===== src/rtl/axi_pkg.sv =====
// Shared AXI response codes, responder FSM state encodings and burst limits.
package axi_pkg;

   localparam int MAX_BURST = 16;

   localparam logic [1:0] RESP_OKAY   = 2'b00;
   localparam logic [1:0] RESP_SLVERR = 2'b10;

   typedef enum logic [1:0] {
      W_IDLE = 2'd0,
      W_DATA = 2'd1,
      W_RESP = 2'd2
   } w_state_t;

   typedef enum logic {
      R_IDLE = 1'b0,
      R_DATA = 1'b1
   } r_state_t;

   typedef logic [$clog2(MAX_BURST)-1:0] beat_t;

endpackage


===== src/rtl/axi_mem_responder_if.sv =====
// AXI4 write/read channel bundle between a burst master and the memory responder.
interface axi_mem_responder_if #(
   parameter int ADDR_WIDTH = 32,
   parameter int DATA_WIDTH = 32
);
   logic [ADDR_WIDTH-1:0]   awaddr;
   logic [3:0]              awlen;
   logic                    awvalid;
   logic                    awready;
   logic [DATA_WIDTH-1:0]   wdata;
   logic [DATA_WIDTH/8-1:0] wstrb;
   logic                    wlast;
   logic                    wvalid;
   logic                    wready;
   logic [1:0]              bresp;
   logic                    bvalid;
   logic                    bready;
   logic [ADDR_WIDTH-1:0]   araddr;
   logic [3:0]              arlen;
   logic                    arvalid;
   logic                    arready;
   logic [DATA_WIDTH-1:0]   rdata;
   logic [1:0]              rresp;
   logic                    rlast;
   logic                    rvalid;
   logic                    rready;

   modport slave (
      input  awaddr, awlen, awvalid, wdata, wstrb, wlast, wvalid, bready,
      input  araddr, arlen, arvalid, rready,
      output awready, wready, bresp, bvalid, arready, rdata, rresp, rlast, rvalid
   );

   modport master (
      output awaddr, awlen, awvalid, wdata, wstrb, wlast, wvalid, bready,
      output araddr, arlen, arvalid, rready,
      input  awready, wready, bresp, bvalid, arready, rdata, rresp, rlast, rvalid
   );
endinterface


===== src/rtl/axi_mem_array.sv =====
// Byte-enabled word memory, one write port and one registered read port (1-cycle latency).
// A read and write to the same word on the same edge returns the old contents; no reset on storage.
module axi_mem_array #(
   parameter int DATA_WIDTH = 32,
   parameter int MEM_WORDS  = 16
) (
   input  logic                         clk,
   input  logic                         we,
   input  logic [$clog2(MEM_WORDS)-1:0] widx,
   input  logic [DATA_WIDTH-1:0]        wdata,
   input  logic [DATA_WIDTH/8-1:0]      wstrb,
   input  logic                         re,
   input  logic [$clog2(MEM_WORDS)-1:0] ridx,
   output logic [DATA_WIDTH-1:0]        rdata
);
   logic [DATA_WIDTH-1:0] mem [MEM_WORDS];

   always_ff @(posedge clk) begin
      if (we) begin
         for (int i = 0; i < DATA_WIDTH/8; i++) begin
            if (wstrb[i]) mem[widx][8*i +: 8] <= wdata[8*i +: 8];
         end
      end
      if (re) rdata <= mem[ridx];
   end
endmodule


===== src/rtl/axi_mem_responder.sv =====
// AXI4 INCR burst memory responder, one outstanding burst per direction; read data 1 cycle after AR.
// Backpressure: all outputs hold while valid&!ready; bad beats are dropped and reported as SLVERR.
module axi_mem_responder
   import axi_pkg::*;
#(
   parameter int ADDR_WIDTH = 32,
   parameter int DATA_WIDTH = 32,
   parameter int MEM_WORDS  = 16
) (
   input logic                clk,
   input logic                rst,
   axi_mem_responder_if.slave bus
);
   localparam int                    IDX_W      = $clog2(MEM_WORDS);
   localparam logic [ADDR_WIDTH-1:0] ADDR_LIMIT = ADDR_WIDTH'(MEM_WORDS*4);
   localparam logic [ADDR_WIDTH-1:0] WORD_STEP  = ADDR_WIDTH'(4);

   // ---------------- write path ----------------
   w_state_t              w_state, w_next;
   logic [ADDR_WIDTH-1:0] w_addr;
   logic [3:0]            w_len;
   beat_t                 w_beat;
   logic                  w_mis, w_err;
   logic                  aw_hs, w_hs, b_hs, w_last_beat, w_beat_bad, w_last_bad;

   assign aw_hs       = bus.awvalid && (w_state == W_IDLE);
   assign w_hs        = bus.wvalid  && (w_state == W_DATA);
   assign b_hs        = bus.bready  && (w_state == W_RESP);
   assign w_last_beat = (w_beat == w_len);
   assign w_beat_bad  = w_mis || (w_addr >= ADDR_LIMIT);
   assign w_last_bad  = (bus.wlast != w_last_beat);

   always_ff @(posedge clk or posedge rst) begin
      if (rst) w_state <= W_IDLE;
      else     w_state <= w_next;
   end

   always_comb begin
      w_next = w_state;
      case (w_state)
         W_IDLE:  if (aw_hs) w_next = W_DATA;
         W_DATA:  if (w_hs && w_last_beat) w_next = W_RESP;
         W_RESP:  if (b_hs) w_next = W_IDLE;
         default: w_next = W_IDLE;
      endcase
   end

   always_comb begin
      bus.awready = (w_state == W_IDLE);
      bus.wready  = (w_state == W_DATA);
      bus.bvalid  = (w_state == W_RESP);
      bus.bresp   = ((w_state == W_RESP) && w_err) ? RESP_SLVERR : RESP_OKAY;
   end

   // Burst length always follows awlen; a misplaced wlast only taints the response.
   always_ff @(posedge clk or posedge rst) begin
      if (rst) begin
         w_addr <= '0;
         w_len  <= '0;
         w_beat <= '0;
         w_mis  <= 1'b0;
         w_err  <= 1'b0;
      end else if (aw_hs) begin
         w_addr <= bus.awaddr;
         w_len  <= bus.awlen;
         w_beat <= '0;
         w_mis  <= |bus.awaddr[1:0];
         w_err  <= |bus.awaddr[1:0];
      end else if (w_hs) begin
         w_addr <= w_addr + WORD_STEP;
         w_beat <= w_beat + beat_t'(1);
         if (w_beat_bad || w_last_bad) w_err <= 1'b1;
      end
   end

   // ---------------- read path ----------------
   r_state_t              r_state, r_next;
   logic [ADDR_WIDTH-1:0] r_addr, r_addr_nxt;
   logic [3:0]            r_len;
   beat_t                 r_beat;
   logic                  r_mis, r_err;
   logic                  ar_hs, r_hs, r_last_beat, mem_re;
   logic [IDX_W-1:0]      mem_ridx;
   logic [DATA_WIDTH-1:0] mem_rdata;

   assign ar_hs       = bus.arvalid && (r_state == R_IDLE);
   assign r_hs        = bus.rready  && (r_state == R_DATA);
   assign r_last_beat = (r_beat == r_len);
   assign r_addr_nxt  = r_addr + WORD_STEP;

   // Memory is read on the handshake that exposes the next beat, so rdata is fixed while stalled.
   assign mem_re   = ar_hs || (r_hs && !r_last_beat);
   assign mem_ridx = ar_hs ? bus.araddr[IDX_W+1:2] : r_addr_nxt[IDX_W+1:2];

   always_ff @(posedge clk or posedge rst) begin
      if (rst) r_state <= R_IDLE;
      else     r_state <= r_next;
   end

   always_comb begin
      r_next = r_state;
      case (r_state)
         R_IDLE:  if (ar_hs) r_next = R_DATA;
         R_DATA:  if (r_hs && r_last_beat) r_next = R_IDLE;
         default: r_next = R_IDLE;
      endcase
   end

   always_comb begin
      bus.arready = (r_state == R_IDLE);
      bus.rvalid  = (r_state == R_DATA);
      bus.rlast   = (r_state == R_DATA) && r_last_beat;
      bus.rresp   = ((r_state == R_DATA) && r_err) ? RESP_SLVERR : RESP_OKAY;
      bus.rdata   = ((r_state == R_DATA) && !r_err) ? mem_rdata : '0;
   end

   always_ff @(posedge clk or posedge rst) begin
      if (rst) begin
         r_addr <= '0;
         r_len  <= '0;
         r_beat <= '0;
         r_mis  <= 1'b0;
         r_err  <= 1'b0;
      end else if (ar_hs) begin
         r_addr <= bus.araddr;
         r_len  <= bus.arlen;
         r_beat <= '0;
         r_mis  <= |bus.araddr[1:0];
         r_err  <= (|bus.araddr[1:0]) || (bus.araddr >= ADDR_LIMIT);
      end else if (r_hs && !r_last_beat) begin
         r_addr <= r_addr_nxt;
         r_beat <= r_beat + beat_t'(1);
         r_err  <= r_mis || (r_addr_nxt >= ADDR_LIMIT);
      end
   end

   axi_mem_array #(
      .DATA_WIDTH (DATA_WIDTH),
      .MEM_WORDS  (MEM_WORDS)
   ) u_mem (
      .clk   (clk),
      .we    (w_hs && !w_beat_bad),
      .widx  (w_addr[IDX_W+1:2]),
      .wdata (bus.wdata),
      .wstrb (bus.wstrb),
      .re    (mem_re),
      .ridx  (mem_ridx),
      .rdata (mem_rdata)
   );
endmodule


===== src/flat_wrapper.sv =====
// flat-port wrapper written by rule: the top's interface ports become plain ports
module axi_mem_responder_flat import axi_pkg::*;
#(
   parameter int ADDR_WIDTH = 32,
   parameter int DATA_WIDTH = 32,
   parameter int MEM_WORDS  = 16
)
  (clk, rst, bus_awaddr, bus_awlen, bus_awvalid, bus_wdata, bus_wstrb, bus_wlast, bus_wvalid, bus_bready, bus_araddr, bus_arlen, bus_arvalid, bus_rready, bus_awready, bus_wready, bus_bresp, bus_bvalid, bus_arready, bus_rdata, bus_rresp, bus_rlast, bus_rvalid);
  axi_mem_responder_if #(.ADDR_WIDTH(ADDR_WIDTH), .DATA_WIDTH(DATA_WIDTH)) bus_i ();
  input logic clk;
  input logic rst;
  input wire logic [$bits(bus_i.awaddr)-1:0] bus_awaddr;
  input wire logic [$bits(bus_i.awlen)-1:0] bus_awlen;
  input wire logic [$bits(bus_i.awvalid)-1:0] bus_awvalid;
  input wire logic [$bits(bus_i.wdata)-1:0] bus_wdata;
  input wire logic [$bits(bus_i.wstrb)-1:0] bus_wstrb;
  input wire logic [$bits(bus_i.wlast)-1:0] bus_wlast;
  input wire logic [$bits(bus_i.wvalid)-1:0] bus_wvalid;
  input wire logic [$bits(bus_i.bready)-1:0] bus_bready;
  input wire logic [$bits(bus_i.araddr)-1:0] bus_araddr;
  input wire logic [$bits(bus_i.arlen)-1:0] bus_arlen;
  input wire logic [$bits(bus_i.arvalid)-1:0] bus_arvalid;
  input wire logic [$bits(bus_i.rready)-1:0] bus_rready;
  output wire logic [$bits(bus_i.awready)-1:0] bus_awready;
  output wire logic [$bits(bus_i.wready)-1:0] bus_wready;
  output wire logic [$bits(bus_i.bresp)-1:0] bus_bresp;
  output wire logic [$bits(bus_i.bvalid)-1:0] bus_bvalid;
  output wire logic [$bits(bus_i.arready)-1:0] bus_arready;
  output wire logic [$bits(bus_i.rdata)-1:0] bus_rdata;
  output wire logic [$bits(bus_i.rresp)-1:0] bus_rresp;
  output wire logic [$bits(bus_i.rlast)-1:0] bus_rlast;
  output wire logic [$bits(bus_i.rvalid)-1:0] bus_rvalid;
  assign bus_i.awaddr = bus_awaddr;
  assign bus_i.awlen = bus_awlen;
  assign bus_i.awvalid = bus_awvalid;
  assign bus_i.wdata = bus_wdata;
  assign bus_i.wstrb = bus_wstrb;
  assign bus_i.wlast = bus_wlast;
  assign bus_i.wvalid = bus_wvalid;
  assign bus_i.bready = bus_bready;
  assign bus_i.araddr = bus_araddr;
  assign bus_i.arlen = bus_arlen;
  assign bus_i.arvalid = bus_arvalid;
  assign bus_i.rready = bus_rready;
  assign bus_awready = bus_i.awready;
  assign bus_wready = bus_i.wready;
  assign bus_bresp = bus_i.bresp;
  assign bus_bvalid = bus_i.bvalid;
  assign bus_arready = bus_i.arready;
  assign bus_rdata = bus_i.rdata;
  assign bus_rresp = bus_i.rresp;
  assign bus_rlast = bus_i.rlast;
  assign bus_rvalid = bus_i.rvalid;
  axi_mem_responder #(.ADDR_WIDTH(ADDR_WIDTH), .DATA_WIDTH(DATA_WIDTH), .MEM_WORDS(MEM_WORDS)) u_core (.clk(clk), .rst(rst), .bus(bus_i));
endmodule

===== config.mk =====
export PLATFORM = sky130hd
export DESIGN_NAME = axi_mem_responder_flat
export DESIGN_NICKNAME = d
export VERILOG_FILES = /design/src/rtl/axi_pkg.sv /design/src/rtl/axi_mem_responder_if.sv /design/src/rtl/axi_mem_array.sv /design/src/rtl/axi_mem_responder.sv /design/src/flat_wrapper.sv
export SDC_FILE = /design/constraint.sdc
export NUM_CORES = 1
export LEC_CHECK = 0
export BUFFER_PORTS_ARGS = -buffer_cell sky130_fd_sc_hd__buf_4
export CAP_MARGIN = 10
export CORE_MARGIN = 5
export CORE_UTILIZATION = 60
export CTS_BUF_LIST = sky130_fd_sc_hd__clkbuf_4
export CTS_CLUSTER_DIAMETER = 100
export DETAILED_ROUTE_END_ITERATION = 8
export GPL_ROUTABILITY_DRIVEN = 0
export PLACE_DENSITY = 0.79
export SYNTH_ARGS = -nofsm -noshare
export SYNTH_HDL_FRONTEND = slang
export SYNTH_SLANG_ARGS = --single-unit

===== constraint.sdc =====
create_clock -name clk -period 6.4 [get_ports clk]
set_input_delay 0.32 -clock clk [delete_from_list [all_inputs] [get_ports clk]]
set_output_delay 0.32 -clock clk [all_outputs]
set_load 0.03 [all_outputs]

; ---- Yosys cells after proc, flatten, opt, wreduce, memory -nomap -nowiden
; Memories as Yosys holds them, arrays and structs flattened. A register that Yosys moved wholly into a read port is not among the register bits.
; Cells that the tools add are included.
[word_totals]
regBits = 87
ram_bits = 512
in_bits = 116
output_inout_bits = 42
wordCells = 94
mem_count = 1
[mem_list]
columns = name, words, width, read_ports, rd_ports_with_merged_regs, write_ports, line_no
row1 = u_core.u_mem.mem, 16, 32, 1, 1, 1, axi_mem_array.sv:16  ; logic [DATA_WIDTH-1:0] mem [MEM_WORDS];
[op_classes]
add_sub_neg = 4
order_cmp = 3
n_eq_ne = 8
mux = 36
bitwise_logic = 1
n_reduce_logical = 29
[ops]
columns = operator, n
row1 = $mux W32, 5
row2 = $ge A32 B7 Y1 const B, 3
row3 = $add A32 B3 Y32 const B, 2
row4 = $mux W4, 5
row5 = $mux W1, 19
row6 = $logic_and A1 B1 Y1, 13
row7 = $mux W2, 5
row8 = $add A4 B1 Y4 const B, 2
row9 = $eq A4 B4 Y1, 2
row10 = $ne A2 B1 Y1 const B, 3
row11 = $pmux W2 S3, 1
row12 = $reduce_bool A2 Y1, 3
row13 = $logic_or A1 B1 Y1, 5
row14 = $reduce_or A2 Y1, 2
row15 = $logic_not A1 Y1, 3
row16 = $reduce_and A3 Y1, 1
row17 = $eq A2 B1 Y1 const B, 1
row18 = $eq A2 B2 Y1 const B, 1
row19 = $logic_not A2 Y1, 1
row20 = $pmux W1 S2, 1
row21 = $reduce_and A2 Y1, 1
row22 = $ne A1 B1 Y1, 1
row23 = $not A1 Y1, 1

; ---- Depth between registers and ports, before layout
[depth]
word_depth = 6
depth_mapped = 10
depth_no_buf = 8

; ---- Cells and area by module
; Synthesis repeated with hierarchy kept, for this count alone.
[unflattened]
hier_cells = 1536
area_unflattened_um2 = 25747.2
[modules_own_cells]
columns = module, instances, cells_per_inst, area_each_um2, seq_area_each_um2
row1 = axi_mem_array, 1, 909, 20419.6, 16335.7
row2 = axi_mem_responder, 1, 627, 5327.6, 2077.0

; ---- Worst setup path before layout
; Ideal clock, no wire load.
[synth_timing]
path_type = flip-flop to flip-flop
startpoint = register u_core.r_state, in the netlist u_core.bus.rvalid
endpoint = register u_core.r_addr[11]
setup_ns = 0.133
arrival_time_ns = 2.879
required_time_ns = 6.267
slack_ns = 3.387
path_stages_with_launch = 10
path_buffers = 2
synth_period_minus_slack_ns = 3.013
cell_sequence = dfrtp_1 > inv_1 > nand2_1 > and2_0 > buf_2 > inv_1 > clkbuf_1 > o21ai_0 > nand2_1 > o211ai_1
[synth_between]
elab_chain_cells = 3
elab_cells_between_ends = 6
classes_between = mux: 1 / bitwise: 1 / reduce/logical: 4
[synth_lines]
columns = item, line_no
row1 = start: declaration, axi_mem_responder.sv:77  ; r_state_t r_state, r_next;
row2 = start signal: assignment, axi_mem_responder.sv:97  ; else r_state <= r_next;
row3 = $not A1 Y1 (*), -
row4 = via bus_arready, flat_wrapper.sv:28  ; output wire logic [$bits(bus_i.arready)-1:0] bus_arready;
row5 = $logic_and A1 B1 Y1 (*), axi_mem_responder.sv:86  ; assign ar_hs = bus.arvalid && (r_state == R_IDLE);
row6 = $mux W32 / $reduce_bool A2 Y1 (equally long branches), -
row7 = end signal: assignment, axi_mem_responder.sv:125  ; r_addr <= bus.araddr;
row8 = end signal: assignment, axi_mem_responder.sv:131  ; r_addr <= r_addr_nxt;
row9 = end: declaration, axi_mem_responder.sv:78  ; logic [ADDR_WIDTH-1:0] r_addr, r_addr_nxt;
; The timed path passes the listed nets; every way through them passes the cells marked *.
; A chain may end at the register's enable or synchronous reset.

; ---- Final worst setup path
[layout_timing]
startpoint = register u_core.r_state, in the netlist u_core.bus.rvalid
endpoint = register u_core.u_mem.rdata[14] (read register of u_core.u_mem.mem), data pin
[layout_between]
elab_chain_cells = 3
elab_cells_between_ends = 6
classes_between = mux: 1 / bitwise: 1 / reduce/logical: 4
[layout_lines]
columns = item, line_no
row1 = $not A1 Y1 / $logic_and A1 B1 Y1 (equally long branches), "axi_mem_responder.sv:86, axi_mem_responder.sv:87"
row2 = "$logic_and A1 B1 Y1, on equally long branches", "axi_mem_responder.sv:86, axi_mem_responder.sv:92"
row3 = $mux W4 / $logic_or A1 B1 Y1 (equally long branches), "axi_mem_responder.sv:93, axi_mem_responder.sv:92"
row4 = end: declaration, axi_mem_array.sv:14  ; output logic [DATA_WIDTH-1:0] rdata
; Parallel ways exist; a longest one is shown, timed or not.

==> results.py <==
metrics = {
    "detailed_routing": {
        "first_pass_iters": 8,
        "via_per_inst": 6.15,
        "wl_met3_um": 4570,
        "antenna_left": 0,
        "wl_met1_um": 23700,
        "vias": 16400,
        "drt-total-wl_um": 61900,
        "highest_layer": "met4",
        "wl_per_cell_um": 23.2,
        "drc_errors": 0,
        "drt-initial-drc-count": 1959,
        "wl_met2_um": 31500,
    },
    "yosys": {
        "synth_edf_count": 544,
        "ys_warn_count": 0,
        "netlist.area_leader.share_pct": 62.4,
        "synth_area_sq_mm": 0.0262,
        "ys_ff_latch": 627,
        "synth_top_area_cell": "edfxtp_1",
        "ys_seq_area_share_pct": 70.3,
        "synthFlopType": "edfxtp_1",
        "synth_cell_types": 63,
        "synth.area.top_cells": "edfxtp_1, mux4_2, dfrtp_1, nand2_1, nor2_1",
        "async_flop_share_pct": 13.2,
        "syn_inst": 1597,
        "avgSynthCellArea_sq_um": 16.4,
    },
    "timing": {
        "fmax_ghz": 0.258,
        "hold_viol_final": 0,
        "slew-limit-headroom_pct": 24.0,
        "final-setup-viol-count": 0,
        "tightestPinTransition_ns": 1.14,
        "period_needed_ns": 3.88,
        "final_max_slew_viol_count": 0,
        "period_share_pct": 60.6,
        "rsz0062_at_grt": "false",
        "skew_ns": 0.0625,
        "holdWs_ns": 0.0955,
        "fin_setup_tns_ns": 0,
    },
    "floorplan": {
        "dieArea_sq_mm": 0.0479,
        "start_util_pct": 60.7,
        "coreArea_sq_mm": 0.0432,
        "io_pins": 158,
        "fp.dieW_um": 219,
        "die_h_um": 219,
        "row_count": 76,
    },
    "final_layout": {
        "drive_gt1_share_pct": 27.2,
        "post-route-util_pct": 72.4,
        "stdcell_area_sq_mm": 0.0313,
        "nets": 2094,
        "syn_to_final_growth_pct": 19.3,
        "layout_common_cells": "edfxtp_1, clkbuf_4, buf_4, dlygate4sd3_1, nand2_1",
        "mostFrequentLayoutCell": "edfxtp_1",
    },
    "power_and_ir_drop": {
        "vdd_ir_drop_max_mv": 0.643,
        "sequentialPowerShare_pct": 39.8,
        "clkPwrFrac_pct": 25.2,
        "p_sw_share_pct": 33.8,
        "pwr-share-comb_pct": 35.0,
        "power.switching_uw": 4520,
        "p_leak_uw": 0.0110,
        "p_int_uw": 8840,
        "powerDensity_mw_per_mm2": 427,
    },
    "clock_tree": {
        "htreeDepth": 4,
        "clkLatencyLatePin_ns": 0.96,
        "tritoncts": "built",
        "cts_buffers": 154,
        "post-cts-setup-buffers": 0,
        "cts.sinks": 627,
        "cts_resized": 0,
        "cts-root-buf": "clkbuf_4",
        "clockBufferDepth": 3,
        "clk_pin_slew_worst_paths_ns": 0.07,
    },
    "placed_design": {
        "portBuffers": 155,
        "placed_cell_area_sq_mm": 0.0278,
        "hpwlAfterDp_um": 36400,
    },
    "hold_path": {
        "hold_class": "input pin to asynchronous set/reset pin",
    },
    "global_route": {
        "grt_usage_pct": 26.7,
        "grt.overflow.total": 0,
        "grt_first_pass_wirelength_um": 96600,
        "grt_pass1_vias": 17000,
        "antenna_found_initial": 3,
        "grt_max_degree": 130,
    },
    "critical_path": {
        "cp-start-kind": "flip-flop",
        "endpoint_kind": "flip-flop",
        "critPathMaxFanout": 121,
        "critPathSlowestCell": "buf_12",
        "critical_path.cell_chain": "nor2b_4 > buf_4 > nand2_1 > o21ai_4 > buf_12 > mux4_2 > nor2b_1 > a211oi_1 > a21oi_1",
        "critPathRequiredTime_ns": 7.08,
        "critical_path_buf_inv_count": 2,
        "crit_family": "buffers and inverters",
        "cp_slowest_stage_delay_ns": 0.76,
        "r2r_slack_ns": 2.52,
        "critPathKind": "flip-flop to flip-flop",
        "cp.arrival_ns": 4.56,
    },
    "run": {
        "cap_viol_max_count": 0,
    },
    "run_status": {
        "outcome": "completed",
    },
}
-- metal layers --
layer  track usage [%]  vias up
li1                  -     7139
met1              34.6     8225
met2              44.3      870
met3              6.69      159
met4              10.2        0
met5                 0        -
-- tightest hold or removal path, stage by stage --
cell and delay (ns):
dlygate4sd3_1 0.54, buf_4 0.14, clkinv_2 0.03, buf_4 0.46
-- metrics by stage --
stage	instances	worst slack, ns	power [uW]
detailed placement	2258	2.45	9840
global placement	2258	2.50	9740
CTS	2660	2.48	13400
floorplan	1598	3.39	8660
global route	2664	2.24	14100
finish	2665	2.52	13400
-- area by class of cell --
cell class                 count  area (sq um)
inverter                      12          46.3
tap                          585           732
sequential                   627         18400
multi-input combinational    866          7360
timing repair buffer         309          2720
fill                        2572         11900
clock inverter                33           263
clock buffer                 229          1720
antenna                        4          10.0
-- power by group through the flow --
| stage | clock [uW] | combinational [uW] | sequential, uW |
|---|---|---|---|
| 2_1_floorplan | 0 | 3450 | 5210 |
| 3_3_place_gp | 0 | 4390 | 5350 |
| 3_5_place_dp | 0 | 4480 | 5370 |
| 4_1_cts | 3410 | 4660 | 5290 |
| 5_1_grt | 3690 | 5050 | 5350 |
| 6_report | 3370 | 4670 | 5310 |
-- synth_stat cells, types with 17 or more instances --
| cell type | number |
|---|---|
| buf_2 | 28 |
| o21ai_0 | 49 |
| nand2_1 | 137 |
| nor3_1 | 17 |
| and2_1 | 43 |
| a211oi_1 | 35 |
| edfxtp_1 | 544 |
| mux4_2 | 128 |
| mux2i_1 | 33 |
| nor2_1 | 106 |
| dfrtp_1 | 83 |
| nor4_1 | 22 |
| nand3_1 | 29 |
| a21oi_1 | 54 |
| nor2b_1 | 39 |
| clkbuf_1 | 49 |
| a221o_1 | 19 |
| xor2_1 | 17 |
-- cell families (layout without fill, tap and decap cells) --
| group | Yosys count | count (layout) | share of synthesized area (%) |
|---|---|---|---|
| xor+xnor | 30 | 30 | 1.00 |
| mux | 163 | 163 | 12.4 |
| flops | 627 | 627 | 70.3 |
| buf+inv | 105 | 583 | 1.87 |
| compound gates | 216 | 216 | 5.48 |
| simple gates | 447 | 447 | 8.60 |
| fa+ha+maj | 8 | 8 | 0.382 |
| other cells | 1 | 6 | 0.0143 |
-- registers in the layout, indices dropped and copies added, names as in the netlist --
| signal | cells |
|---|---|
| u_core.u_mem.mem | 512 |
| u_core.u_mem.rdata | 32 |
| u_core.r_addr | 30 |
| u_core.w_addr | 30 |
| u_core.r_beat | 4 |
| u_core.r_len | 4 |
| u_core.w_beat | 4 |
| u_core.w_len | 4 |
| u_core.w_state | 2 |
| u_core.bus.rvalid | 1 |
| u_core.r_err | 1 |
| u_core.r_mis | 1 |
| u_core.w_err | 1 |
| u_core.w_mis | 1 |
-- repair_timing --
action                     CTS  global route
setup endpoints to repair    0             0
hold buffers               140             0
hold endpoints to repair   687             0
-- path summary, 6_finish.rpt --
check,from,endpoint,cells after the start
worst max-delay path,u_core.bus.rvalid,u_core.u_mem.rdata[14],9
worst min-delay path,rst,u_core.r_addr[23],4
worst max register to register,u_core.bus.rvalid,u_core.u_mem.rdata[14],9
worst min register to register,u_core.w_err,u_core.w_err,1
max in group asynchronous,rst,u_core.w_addr[15],5
min in group clk,bus_araddr[3],u_core.r_addr[3],4
Power figures use the tool's default switching activity.
